$ cat config.mk
export PLATFORM = sky130hd
export DESIGN_NAME = axis_sa_sched_flat
export DESIGN_NICKNAME = d
export VERILOG_FILES = /design/src/rtl/sa_pkg.sv /design/src/rtl/axis_sa_sched_if.sv /design/src/rtl/axis_join2.sv /design/src/rtl/axis_sa_sched.sv /design/src/flat_wrapper.sv
export SDC_FILE = /design/constraint.sdc
export NUM_CORES = 1
export LEC_CHECK = 0
export ABC_AREA = 1
export CAP_MARGIN = 20
export CORE_UTILIZATION = 25
export DETAILED_ROUTE_END_ITERATION = 10
export HOLD_SLACK_MARGIN = 0.02
export PLACE_DENSITY = 0.47
export SYNTH_ARGS = -nofsm -noshare
export SYNTH_HDL_FRONTEND = slang
export SYNTH_SLANG_ARGS = --single-unit
$ cat constraint.sdc
create_clock -name clk -period 2.98 [get_ports clk]
set_clock_uncertainty 0.1 [all_clocks]
set_input_delay 0.596 -clock clk [delete_from_list [all_inputs] [get_ports clk]]
set_output_delay 0.596 -clock clk [all_outputs]
set_load 0.02 [all_outputs]
$ cat src/rtl/sa_pkg.sv
// Shared types and helpers for the systolic-array tile scheduler.
// Holds the scheduler FSM encoding and the accumulation-counter width helper.
package sa_pkg;

  typedef enum logic [1:0] {
    IDLE  = 2'd0,
    FEED  = 2'd1,
    DRAIN = 2'd2,
    DONE  = 2'd3
  } sched_state_t;

  // Width able to hold 0..kmax inclusive.
  function automatic int sa_wkc(input int kmax);
    return $clog2(kmax + 1);
  endfunction

endpackage

$ cat src/rtl/axis_sa_sched_if.sv
// Bundle of job, X/K stream, SA input and SA output-monitor signals around axis_sa_sched.
// The slave modport is the scheduler's view; master is the surrounding environment.
interface axis_sa_sched_if #(
  parameter int R    = 4,
  parameter int C    = 4,
  parameter int WX   = 8,
  parameter int WK   = 8,
  parameter int KMAX = 64,
  parameter int WT   = 16
);
  import sa_pkg::*;
  localparam int WKC = sa_wkc(KMAX);

  logic              cfg_valid, cfg_ready;
  logic [WKC-1:0]    cfg_k;
  logic [WT-1:0]     cfg_tiles;
  logic              x_valid, x_ready;
  logic [R*WX-1:0]   x_data;
  logic              k_valid, k_ready;
  logic [C*WK-1:0]   k_data;
  logic              s_valid, s_ready, s_last;
  logic [R*WX-1:0]   sx_data;
  logic [C*WK-1:0]   sk_data;
  logic              mon_valid, mon_ready, mon_last;
  logic              busy, done;

  modport slave (
    input  cfg_valid, cfg_k, cfg_tiles, x_valid, x_data, k_valid, k_data,
           s_ready, mon_valid, mon_ready, mon_last,
    output cfg_ready, x_ready, k_ready, s_valid, s_last, sx_data, sk_data, busy, done
  );

  modport master (
    output cfg_valid, cfg_k, cfg_tiles, x_valid, x_data, k_valid, k_data,
           s_ready, mon_valid, mon_ready, mon_last,
    input  cfg_ready, x_ready, k_ready, s_valid, s_last, sx_data, sk_data, busy, done
  );

endinterface

$ cat src/rtl/axis_join2.sv
// Two-input valid/ready join: the output fires only when both inputs and the sink agree.
// Purely combinational; no input is consumed alone and o_vld never looks at o_rdy.
module axis_join2 (
  input  logic en,
  input  logic a_vld,
  output logic a_rdy,
  input  logic b_vld,
  output logic b_rdy,
  output logic o_vld,
  input  logic o_rdy
);

  assign o_vld = en & a_vld & b_vld;
  assign a_rdy = en & o_rdy & b_vld;
  assign b_rdy = en & o_rdy & a_vld;

endmodule

$ cat src/rtl/axis_sa_sched.sv
// Tile scheduler in front of axis_sa: joins X/K streams, marks tile ends, bounds tiles in flight.
// Zero-latency data join; feeding stalls while MAXOUT tiles await retirement on the monitor tap.
module axis_sa_sched #(
  parameter int R      = 4,
  parameter int C      = 4,
  parameter int WX     = 8,
  parameter int WK     = 8,
  parameter int KMAX   = 64,
  parameter int MAXOUT = 2,
  parameter int WT     = 16
) (
  input  logic            clk,
  input  logic            rstn,
  axis_sa_sched_if.slave  io
);
  import sa_pkg::*;

  localparam int WKC = sa_wkc(KMAX);
  localparam int WCR = $clog2(MAXOUT + 1);

  sched_state_t    state;
  logic [WKC-1:0]  k_q, bcnt;
  logic [WT-1:0]   tiles_q, tiles_fed, tiles_done;
  logic [WCR-1:0]  credit;
  logic            cfg_ready_q, busy_q, done_q;
  logic            feed_en, beat, bcnt_end, last_beat, retire, retire_ok, active;
  logic [R*WX-1:0] x_word;
  logic [C*WK-1:0] k_word;

  assign active  = (state == FEED) || (state == DRAIN);
  assign feed_en = (state == FEED) && (credit < WCR'(MAXOUT));

  axis_join2 u_join (
    .en    (feed_en),
    .a_vld (io.x_valid),
    .a_rdy (io.x_ready),
    .b_vld (io.k_valid),
    .b_rdy (io.k_ready),
    .o_vld (io.s_valid),
    .o_rdy (io.s_ready)
  );

  assign x_word     = io.x_data;
  assign k_word     = io.k_data;
  assign io.sx_data = x_word;
  assign io.sk_data = k_word;

  assign beat      = io.s_valid & io.s_ready;
  assign bcnt_end  = (bcnt == k_q - 1'b1);
  assign last_beat = beat & bcnt_end;
  assign io.s_last = io.s_valid & bcnt_end;

  // A retire with nothing outstanding is a protocol error and is dropped.
  assign retire    = io.mon_valid & io.mon_ready & io.mon_last;
  assign retire_ok = retire && active && (credit != '0);

  assign io.cfg_ready = cfg_ready_q;
  assign io.busy      = busy_q;
  assign io.done      = done_q;

  always_ff @(posedge clk or negedge rstn) begin
    if (!rstn) begin
      state       <= IDLE;
      k_q         <= '0;
      tiles_q     <= '0;
      bcnt        <= '0;
      tiles_fed   <= '0;
      tiles_done  <= '0;
      credit      <= '0;
      cfg_ready_q <= 1'b1;
      busy_q      <= 1'b0;
      done_q      <= 1'b0;
    end else begin
      done_q <= 1'b0;
      case (state)
        IDLE: begin
          if (io.cfg_valid) begin
            k_q         <= io.cfg_k;
            tiles_q     <= io.cfg_tiles;
            bcnt        <= '0;
            tiles_fed   <= '0;
            tiles_done  <= '0;
            credit      <= '0;
            cfg_ready_q <= 1'b0;
            busy_q      <= 1'b1;
            // An empty job skips straight to completion.
            if (io.cfg_k == '0 || io.cfg_tiles == '0) begin
              state  <= DONE;
              done_q <= 1'b1;
            end else begin
              state <= FEED;
            end
          end
        end
        FEED, DRAIN: begin
          if (beat)      bcnt <= bcnt_end ? '0 : bcnt + 1'b1;
          if (last_beat) tiles_fed <= tiles_fed + 1'b1;
          if (retire_ok) tiles_done <= tiles_done + 1'b1;
          credit <= credit + WCR'(last_beat) - WCR'(retire_ok);
          if (state == FEED && last_beat && tiles_fed == tiles_q - 1'b1)
            state <= DRAIN;
          if (state == DRAIN && (tiles_done + WT'(retire_ok)) == tiles_q) begin
            state  <= DONE;
            done_q <= 1'b1;
          end
        end
        DONE: begin
          state       <= IDLE;
          cfg_ready_q <= 1'b1;
          busy_q      <= 1'b0;
        end
        default: state <= IDLE;
      endcase
    end
  end

  a_retire_with_credit: assert property (@(posedge clk) disable iff (!rstn)
    !(retire && active && credit == '0));

endmodule
$ cat src/flat_wrapper.sv
// flat-port wrapper written by rule: the top's interface ports become plain ports
module axis_sa_sched_flat import sa_pkg::*;
#(
  parameter int R      = 4,
  parameter int C      = 4,
  parameter int WX     = 8,
  parameter int WK     = 8,
  parameter int KMAX   = 64,
  parameter int MAXOUT = 2,
  parameter int WT     = 16
)
  (clk, rstn, io_cfg_valid, io_cfg_k, io_cfg_tiles, io_x_valid, io_x_data, io_k_valid, io_k_data, io_s_ready, io_mon_valid, io_mon_ready, io_mon_last, io_cfg_ready, io_x_ready, io_k_ready, io_s_valid, io_s_last, io_sx_data, io_sk_data, io_busy, io_done);
  axis_sa_sched_if #(.R(R), .C(C), .WX(WX), .WK(WK), .KMAX(KMAX), .WT(WT)) io_i ();
  input  logic clk;
  input  logic rstn;
  input wire logic [$bits(io_i.cfg_valid)-1:0] io_cfg_valid;
  input wire logic [$bits(io_i.cfg_k)-1:0] io_cfg_k;
  input wire logic [$bits(io_i.cfg_tiles)-1:0] io_cfg_tiles;
  input wire logic [$bits(io_i.x_valid)-1:0] io_x_valid;
  input wire logic [$bits(io_i.x_data)-1:0] io_x_data;
  input wire logic [$bits(io_i.k_valid)-1:0] io_k_valid;
  input wire logic [$bits(io_i.k_data)-1:0] io_k_data;
  input wire logic [$bits(io_i.s_ready)-1:0] io_s_ready;
  input wire logic [$bits(io_i.mon_valid)-1:0] io_mon_valid;
  input wire logic [$bits(io_i.mon_ready)-1:0] io_mon_ready;
  input wire logic [$bits(io_i.mon_last)-1:0] io_mon_last;
  output wire logic [$bits(io_i.cfg_ready)-1:0] io_cfg_ready;
  output wire logic [$bits(io_i.x_ready)-1:0] io_x_ready;
  output wire logic [$bits(io_i.k_ready)-1:0] io_k_ready;
  output wire logic [$bits(io_i.s_valid)-1:0] io_s_valid;
  output wire logic [$bits(io_i.s_last)-1:0] io_s_last;
  output wire logic [$bits(io_i.sx_data)-1:0] io_sx_data;
  output wire logic [$bits(io_i.sk_data)-1:0] io_sk_data;
  output wire logic [$bits(io_i.busy)-1:0] io_busy;
  output wire logic [$bits(io_i.done)-1:0] io_done;
  assign io_i.cfg_valid = io_cfg_valid;
  assign io_i.cfg_k = io_cfg_k;
  assign io_i.cfg_tiles = io_cfg_tiles;
  assign io_i.x_valid = io_x_valid;
  assign io_i.x_data = io_x_data;
  assign io_i.k_valid = io_k_valid;
  assign io_i.k_data = io_k_data;
  assign io_i.s_ready = io_s_ready;
  assign io_i.mon_valid = io_mon_valid;
  assign io_i.mon_ready = io_mon_ready;
  assign io_i.mon_last = io_mon_last;
  assign io_cfg_ready = io_i.cfg_ready;
  assign io_x_ready = io_i.x_ready;
  assign io_k_ready = io_i.k_ready;
  assign io_s_valid = io_i.s_valid;
  assign io_s_last = io_i.s_last;
  assign io_sx_data = io_i.sx_data;
  assign io_sk_data = io_i.sk_data;
  assign io_busy = io_i.busy;
  assign io_done = io_i.done;
  axis_sa_sched #(.R(R), .C(C), .WX(WX), .WK(WK), .KMAX(KMAX), .MAXOUT(MAXOUT), .WT(WT)) u_core (.clk(clk), .rstn(rstn), .io(io_i));
endmodule
==> results.ini, run 1 <==
[final_layout]
finalNetCount=906
drive_gt1_share_pct=10.7
stdcell_count=1082
antenna_cells=0
area_delta_synth_final_pct=12.4
fillers=2438

[sta]
fin_crit_ps=2760
timing.final.crit_share_pct=92.7
rsz0062_at_grt=yes
setup_tns_ps=0
final_max_slew_viol_count=0
setup_ws_ps=217
setup_viol=0
fmax_ghz=0.362
tightest_slew_ps=933
hold_ws_ps=277
slew_headroom_pct=37.8
hold_viol=0

[die]
initial_core_util_pct=25.4
coreArea_um2=21800
dieArea_um2=22700
placementRows=54
die_h_um=151
die_w_um=151
io_pins=167

[cts]
cts.clk_slew.worst_paths_ps=60
cts_buffers=9
clock-sinks=69
cts_tree=built
cts.path.max_buffers=2
htreeDepth=3
insertion_delay_ps=350
root_buffer=clkbuf_16

[synthesis]
synth_top_family_by_area=simple AND/OR/NAND/NOR gates
ys_types=41
syn_area_per_cell_um2=6.84
muxShareOfSynthArea_pct=0
synthAdderAreaFrac_pct=2.95
mappedNetlistNets=916
synth-seq-area-share_pct=31.3
ys_ff_latch=69
synth_cells=807
synth_compound_area_share_pct=8.97
synth-simple-area-share_pct=33.4
yosysWarnings=0
synth_flop_cell=dfrtp_1
synth_edf_count=0
netlist_area_um2=5520
async_flop_share_pct=100
synth_xor_area_share_pct=6.03

[routing]
wirelength_mm=14.6
ant_nets=0
vias_per_cell=4.37
drc=0
vias=4732
wire_per_inst_um=13.5
drt-initial-drc-count=257
first_pass_iters=5

[place]
placement.io_buffers=38
place.gp.congestion=0.796
place_inst=1064
dp_hpwl_mm=11.0
place_ws_ps=-217

[worst_setup_path]
cp_slowest_cell=clkdlybuf4s50_1
crit_chain=clkdlybuf4s50_1 > nand3_1 > nor3_4 > ha_2 > ha_1 > buf_4 > inv_1 > nand2_1 > nand2_1 > nand2_1 > nand2_1 > nor2_1 > nand2_1 > nor2_1 > nand3_1 > nor2_2 > nor2_1 > nand2_2 > nand2_1 > nand2_1 > nand2_1
crit_type=primary input to register
worstPathArrival_ps=2910
path_delay_family=simple AND/OR/NAND/NOR gates
path_buf_inv=3
crit_fanout=3
crit_top_cell=nand2_1
crit_path_end_kind=register
worst_ep_required_time_ps=3120
critPathMaxStageDelay_ps=460
start_kind=primary input

[global_routing]
grt_pass1_wl_mm=23.6
antenna_found_initial=0
grt_max_degree=70
track_usage_pct=13.5
first_global_vias=4509
grt_overflow_total=0

[job]
cap_violations=0

[run_status]
status=complete, no violations

[power_and_ir_drop]
finalPower_mw=5.16
power_density_nw_per_um2=831
ir_drop_mv=0.389
leakage_nw=2.84

[hold_path]
hold_path.class=primary input to async pin

[metal layers]
layer / global-route usage (%) / up-vias / part of all wire [%]
met5: 0 / - / 0
met4: 4.70 / 0 / 1.4
met3: 2.82 / 17 / 4.8
met2: 20.6 / 81 / 43
met1: 18.9 / 2166 / 50
li1: - / 2468 / -
[flip-flops by register name (all words and copies together), names as in the netlist]
| name | count |
|---|---|
| u_core.state | 2 |
| u_core.credit | 2 |
| u_core.tiles_fed | 16 |
| u_core.io.busy | 1 |
| u_core.tiles_done | 16 |
| u_core.io.done | 1 |
| u_core.bcnt | 7 |
| u_core.io.cfg_ready | 1 |
| u_core.tiles_q | 16 |
| u_core.k_q | 7 |
[where the power goes]
group	switching, mW	leakage (nW)	internal (mW)
clock network	0.447	0.158	0.754
logic	1.55	1.77	0.912
registers	0.330	0.909	1.17
[worst paths after layout]
| check | start | depth (start not counted) | endpoint | slack (ps) |
|---|---|---|---|---|
| worst min-delay path | rstn | 1 | u_core.io.busy | 280 |
| max in group asynchronous | rstn | 2 | u_core.io.cfg_ready | 1850 |
| worst max register to register | u_core.state[0] | 22 | u_core.state[0] | 230 |
| min in group clk | u_core.tiles_done[15] | 1 | u_core.tiles_done[15] | 400 |
| worst min register to register | u_core.tiles_done[15] | 1 | u_core.tiles_done[15] | 400 |
| worst max-delay path | io_mon_valid | 21 | u_core.state[0] | 220 |
[final cells by class]
cell class	instances	area (um^2)	share of cell area, %
tap	280	350	5.64
clock buffer	10	239	3.85
clock inverter	6	86.3	1.39
timing repair buffer	57	515	8.30
multi-input combinational	551	2880	46.4
sequential	69	1730	27.8
inverter	109	409	6.59
[cells by family (layout without fill, tap and decap cells)]
family,after synthesis,in the layout
buffers and inverters,187,182
xor gates and xnor gates,38,38
DFF,69,69
and+or+nand+nor,415,415
adders and majority gates,13,13
AOI/OAI and AO/OA,85,85
[synth_stat cells, types with 12 or more instances]
master	instances	area, um^2
nor3_1	21	105
a21oi_1	21	105
nor2_2	16	100
o21ai_0	43	215
nand3_1	47	235
buf_4	64	480
xnor2_1	18	158
nand2_1	215	807
nor2_1	71	267
inv_1	103	387
nand4_1	12	75.1
ha_1	13	163
dfrtp_1	68	1700
xor2_1	20	175
[placed cells by master, fill, tap and decap left out, types with 2 or more instances in the layout]
master | netlist | final
nand2_1 | 215 | 215
inv_1 | 103 | 102
nor2_1 | 71 | 70
dfrtp_1 | 68 | 68
nand3_1 | 47 | 45
o21ai_0 | 43 | 43
clkdlybuf4s50_1 | 0 | 36
a21oi_1 | 21 | 21
xor2_1 | 20 | 20
nor3_1 | 21 | 20
buf_4 | 64 | 20
xnor2_1 | 18 | 18
nor2_2 | 16 | 16
nand4_1 | 12 | 12
ha_1 | 13 | 11
clkbuf_16 | 0 | 9
inv_2 | 6 | 7
nor4_1 | 7 | 7
nand3b_1 | 7 | 7
nand2_2 | 6 | 6
o31ai_1 | 5 | 5
and3_1 | 5 | 5
o31ai_2 | 4 | 4
nand3_2 | 1 | 3
nor2_4 | 2 | 3
o21bai_1 | 2 | 2
o21ai_1 | 2 | 2
o21a_1 | 2 | 2
nand2_4 | 2 | 2
clkinv_2 | 0 | 2
bufinv_16 | 0 | 2
[per-stage QoR]
step                      util (%)  instance area (um^2)
final                         28.5                  6210
after global routing          28.5                  6210
after CTS                     28.3                  6150
after detailed placement      26.8                  5830
after global placement        26.8                  5830
after floorplan                  -                  5520
[repair_timing]
| action | CTS | global route |
|---|---|---|
| resized for setup | 1 | 12 |
| endpoints found under the setup margin | 1 | 4 |
| pin swaps | 0 | 4 |
| setup buffers | 0 | 2 |
| hold buffers | 0 | 0 |
(Power assumes the default switching activity.)
==> run 2, diff against run 1 <==
Settings changed: CORE_UTILIZATION 25 to 30, PLACE_DENSITY 0.47 to 0.54.
==> run 2 against run 1 <==
Compared with the run above:
- flip-flop and latch count unchanged
- sequential share of layout area up 0.25 points
- non-clock buffer count up 3
- setup slack better by 9.5 ps
- hold slack worse by 130 ps
- combinational power about the same
- utilization up 5.6 points
- critical path depth down 9
- first-iteration DRC count down 11%
- critical path type is now register to output port
- critical endpoint is now io_s_last
- largest cell class unchanged
==> results.ini, run 2 (synthesis results as in run 1) <==
[final_layout]
area_delta_synth_final_pct=11.4
antenna_cells=0  ; unchanged
top_regs=u_core.tiles_done x16, u_core.tiles_fed x16, u_core.tiles_q x16
mostFrequentLayoutCells=nand2_1 (215), inv_1 (103), nor2_1 (69)
multi_input_area_um2=2890  ; +0.39%
regArea_um2=1730  ; unchanged
finish.utilization_pct=34.1  ; +5.6 points
design_area_um2=6150  ; -0.89%
drive_gt1_share_pct=10.9  ; +0.22 points
fillers=1955  ; -20%
final_common_cell=nand2_1
finalNetCount=909  ; +0.33%

[run_status]
status=complete, no violations

[worst_setup_path]
crit_path_end_kind=output port
crit_top_cell=nand2_1
cp_slowest_cell=dfrtp_1
critPathMaxStageDelay_ps=410  ; -50 ps
crit_type=register to output port
cp.depth=12  ; -43%
worstPathArrival_ps=2060  ; -850 ps
path_buf_inv=3  ; unchanged
crit_chain=inv_1 > ha_1 > inv_1 > nand2_1 > nand2_1 > nand2_1 > nand2_1 > nand3b_4 > nor2_2 > nand2_2 > nor3_1 > clkbuf_2
ff2ff_path_depth=22  ; unchanged
crit_fanout=5  ; +2
worst_ep_required_time_ps=2280  ; -840 ps
path_delay_family=simple AND/OR/NAND/NOR gates
start_kind=register

[cts]
cts_tree=built
clock-sinks=69  ; unchanged
cts.clk_slew.worst_paths_ps=60  ; about the same
htreeDepth=3  ; unchanged
post_cts_buffers=0  ; unchanged
cts.path.max_buffers=2  ; unchanged
root_buffer=clkbuf_16
cts_buffers=9  ; unchanged
insertion_delay_ps=350  ; about the same

[global_routing]
grt_overflow_total=0  ; unchanged
track_usage_pct=16.5  ; +3.0 points
first_global_vias=4651  ; +3.1%
grt_pass1_wl_mm=23.6  ; about the same
grt_max_degree=47  ; -33%
antenna_found_initial=0  ; unchanged

[die]
die_w_um=138  ; -8.6%
io_pins=167  ; unchanged
initial_core_util_pct=30.6  ; +5.3 points
die_h_um=138  ; -8.6%
coreArea_um2=18000  ; -17%
dieArea_um2=19000  ; -16%
placementRows=49  ; -9.3%

[power_and_ir_drop]
ir_drop_mv=0.303  ; -22%
power_density_nw_per_um2=833  ; +0.19%
leakage_nw=2.83  ; -0.27%

[routing]
wirelength_mm=14.2  ; -2.4%
drc=0  ; unchanged
ant_nets=0  ; unchanged
drt-initial-drc-count=229  ; -11%
first_pass_iters=4  ; -1
wire_per_inst_um=13.8  ; +2.3%
vias_per_cell=4.53  ; +3.6%
vias=4680  ; -1.1%

[place]
placement.io_buffers=38  ; unchanged
dp_hpwl_mm=11.2  ; +1.8%
place.gp.congestion=0.845  ; +6.2%
placed_cell_area_um2=5800  ; -0.45%

[sta]
tightest_slew_ps=627  ; -306 ps
setup_viol=0  ; unchanged
fin_crit_ps=2750  ; -9.52 ps
slew_headroom_pct=58.2  ; +20 points
hold_viol=0  ; unchanged
final_max_slew_viol_count=0  ; unchanged
fmax_ghz=0.363  ; +0.35%
timing.final.crit_share_pct=92.4  ; -0.32 points

[job]
cap_violations=0  ; unchanged

[hold_path]
hold_path.class=primary input to async pin

## run 2: changes by cell type in the layout (fill, tap and decap cells not counted), sizes merged
cell and delta:
buf +3, clkinv -1, clkbuf +1, bufinv -1
## run 2: path summary, 6_finish.rpt
kind | start | endpoint | slack, ps
setup / recovery | u_core.k_q[0] | io_s_last | 230
hold / removal | rstn | u_core.k_q[2] | 150
setup reg to reg | u_core.state[0] | u_core.state[1] | 260
hold reg to reg | u_core.k_q[6] | u_core.k_q[6] | 390
max in group asynchronous | rstn | u_core.io.cfg_ready | 1910
min in group clk | u_core.k_q[6] | u_core.k_q[6] | 390
## run 2: where the power goes
| group | total (mW) | leakage, nW | switching [mW] | internal [mW] |
|---|---|---|---|---|
| clock | 1.11 | 0.147 | 0.423 | 0.686 |
| combinational | 2.48 | 1.77 | 1.54 | 0.939 |
| sequential | 1.53 | 0.909 | 0.362 | 1.17 |
| total | 5.12 | 2.83 | 2.33 | 2.80 |
## run 2: metal layers
metal | vias up | GRT usage, % | part of all wire, %
li1 | 2472 | - | -
met1 | 2134 | 20.9 | 48
met2 | 59 | 27.6 | 47
met3 | 15 | 3.35 | 3.4
met4 | 0 | 6.11 | 1.7
met5 | - | 0 | 0
## run 2: repair_timing
action,CTS,global route
setup endpoints to repair,1,4
resized for setup,1,14
pin swaps,0,2
gates cloned,0,0
hold buffers,0,0
## run 2: per-stage QoR
stage,hold WS (ps),power (mW),setup slack (ps),std cells,setup TNS [ps]
2_1_floorplan,200,3.37,47.6,807,0
3_3_place_gp,390,4.01,-203,1018,-525
3_5_place_dp,388,4.02,-265,1018,-687
4_1_cts,183,5.15,38.1,1033,0
5_1_grt,209,5.59,-5.01,1033,-9.03
6_report,152,5.12,226,1033,0
## run 2: cell type report
cell class | count | area share [%]
flip-flops and latches | 69 | 28.1
repair buffers | 60 | 8.74
multi-input cells | 551 | 47.0
clock inverters | 4 | 0.773
inverters | 109 | 6.65
well taps | 229 | 4.66
clock buffers | 11 | 4.11
==> run 3, diff against run 2 <==
Settings changed: SETUP_SLACK_MARGIN set to 0.02.
==> run 3 against run 2 <==
Compared with the run above:
- wire length is 0.12% lower
- sequential share of layout area decreased by 0.091 points
- cell area up 0.33%
- utilization grew 0.11 points
- setup slack gained 0.96 ps
- register-to-register slack improved by 30 ps
- die area stayed put
- non-clock buffer count increased by 1
- via count up 0.43%
- fmax hardly changed
- clock power barely moved
- critical path type unchanged
- largest power group unchanged
==> results.ini, run 3 (synthesis results as in run 1) <==
[place]
placement.io_buffers=38  ; unchanged
place_inst=1018  ; unchanged
dp_hpwl_mm=11.2  ; unchanged
place.gp.congestion=0.845  ; unchanged
placed_cell_area_um2=5800  ; unchanged
place_ws_ps=-265  ; unchanged

[final_layout]
antenna_cells=0  ; unchanged
area_delta_synth_final_pct=11.8
final_common_cell=nand2_1
stdcell_count=1034  ; +0.097%
drive_gt1_share_pct=11.2  ; +0.23 points
mostFrequentLayoutCells=nand2_1 (215), inv_1 (103), nor2_1 (69)
top_regs=u_core.tiles_done x16, u_core.tiles_fed x16, u_core.tiles_q x16
finish.utilization_pct=34.2  ; +0.11 points
finalNetCount=910  ; +0.11%
design_area_um2=6170  ; +0.33%

[run_status]
status=complete, no violations

[routing]
drc=0  ; unchanged
drt-initial-drc-count=244  ; +6.6%
wirelength_mm=14.2  ; -0.12%
vias=4700  ; +0.43%
ant_nets=0  ; unchanged
wire_per_inst_um=13.8  ; -0.22%
first_pass_iters=4  ; unchanged
vias_per_cell=4.55  ; +0.33%

[cts]
cts.path.max_buffers=2  ; unchanged
root_buffer=clkbuf_16
htreeDepth=3  ; unchanged
cts.clk_slew.worst_paths_ps=60  ; about the same
postCtsHoldBufs=0  ; unchanged
cts_buffers=9  ; unchanged
insertion_delay_ps=350  ; about the same
cts_tree=built
clock-sinks=69  ; unchanged

[worst_setup_path]
critPathMaxStageDelay_ps=410  ; about the same
ff2ff_path_depth=22  ; unchanged
worstReg2RegStart=u_core.state[1]
crit_chain=inv_1 > ha_1 > inv_1 > nand2_1 > nand2_1 > nand2_1 > nand2_1 > nand3b_4 > nor2_2 > nand2_2 > nor3_1 > clkbuf_2
startpoint=u_core.k_q[0]
path_buf_inv=3  ; unchanged
start_kind=register
worst_ep_required_time_ps=2280  ; about the same
crit_type=register to output port
crit_path_end_kind=output port
crit_top_cell=nand2_1
worstPathArrival_ps=2060  ; about the same
path_delay_family=simple AND/OR/NAND/NOR gates
cp.depth=12  ; unchanged
cp_slowest_cell=dfrtp_1
crit_fanout=5  ; unchanged

[power_and_ir_drop]
leakage_nw=2.83  ; +0.22%
power_density_nw_per_um2=832  ; about the same
ir_drop_mv=0.303  ; about the same
finalPower_mw=5.14  ; +0.28%

[sta]
fin_crit_ps=2750  ; -0.960 ps
hold_viol=0  ; unchanged
rsz0062_at_grt=no
timing.final.crit_share_pct=92.4  ; about the same
slew_headroom_pct=57.9  ; -0.28 points
hold_ws_ps=154  ; +2.00 ps
setup_tns_ps=0  ; unchanged
fmax_ghz=0.363  ; about the same
final_max_slew_viol_count=0  ; unchanged
setup_ws_ps=227  ; +0.960 ps
setup_viol=0  ; unchanged
tightest_slew_ps=631  ; +4.20 ps

[global_routing]
grt_overflow_total=0  ; unchanged
track_usage_pct=16.5  ; unchanged
grt_max_degree=47  ; unchanged
grt_pass1_wl_mm=23.6  ; unchanged
antenna_found_initial=0  ; unchanged
first_global_vias=4651  ; unchanged

[die]
die_w_um=138  ; unchanged
io_pins=167  ; unchanged
coreArea_um2=18000  ; unchanged
initial_core_util_pct=30.6  ; unchanged
placementRows=49  ; unchanged
dieArea_um2=19000  ; unchanged
die_h_um=138  ; unchanged

[hold_path]
hold_path.class=primary input to async pin

[job]
cap_violations=0  ; unchanged

[run 3: timing repair]
action / in CTS / in global routing
pin swaps: 0 / 2
setup endpoints to repair: 1 / 4
setup buffers: 0 / 1
gates resized for setup: 1 / 15
[run 3: per-layer routing]
layer / vias to the layer above / wire (um) / track usage, %
li1: 2477 / - / -
met1: 2148 / 6740 / 20.9
met2: 62 / 6780 / 27.6
met3: 13 / 476 / 3.35
met4: 0 / 227 / 6.11
met5: - / 0 / 0
[run 3: worst paths after layout]
| path | slack, ps | to |
|---|---|---|
| max in group asynchronous | 1900 | u_core.io.cfg_ready |
| min reg2reg | 390 | u_core.k_q[6] |
| max | 230 | io_s_last |
| min | 150 | u_core.k_q[2] |
| min in group clk | 390 | u_core.k_q[6] |
| max reg2reg | 290 | u_core.state[1] |
[run 3: power breakdown]
| part | internal (mW) | switching (mW) |
|---|---|---|
| Combinational | 0.952 | 1.54 |
| Sequential | 1.17 | 0.361 |
| Clock | 0.686 | 0.426 |
[run 3: worst register-to-register path, stage by stage, from the launching register on]
cell and delay [ps]:
dfrtp_1 360, inv_1 90, ha_4 280, inv_2 40
nor3_2 150, buf_4 160, ha_4 140, buf_4 110
nand3_2 100, nor2_4 170, nand2_1 60, nand2_1 60
nand2_1 50, inv_1 50, nand2_1 40, nor2_1 100
nand2_1 80, nor2_2 150, nor2_1 60, nand2_2 80
nand2_1 60, nand2_1 60, nand2_1 40
[run 3: cell type report]
cell class	count	area [um^2]
Sequential cell	69	1730
Timing Repair Buffer	61	546
Clock buffer	11	253
Multi-Input combinational cell	551	2900
Clock inverter	4	47.5
Fill cell	1953	11900
Tap cell	229	287
Inverter	109	409
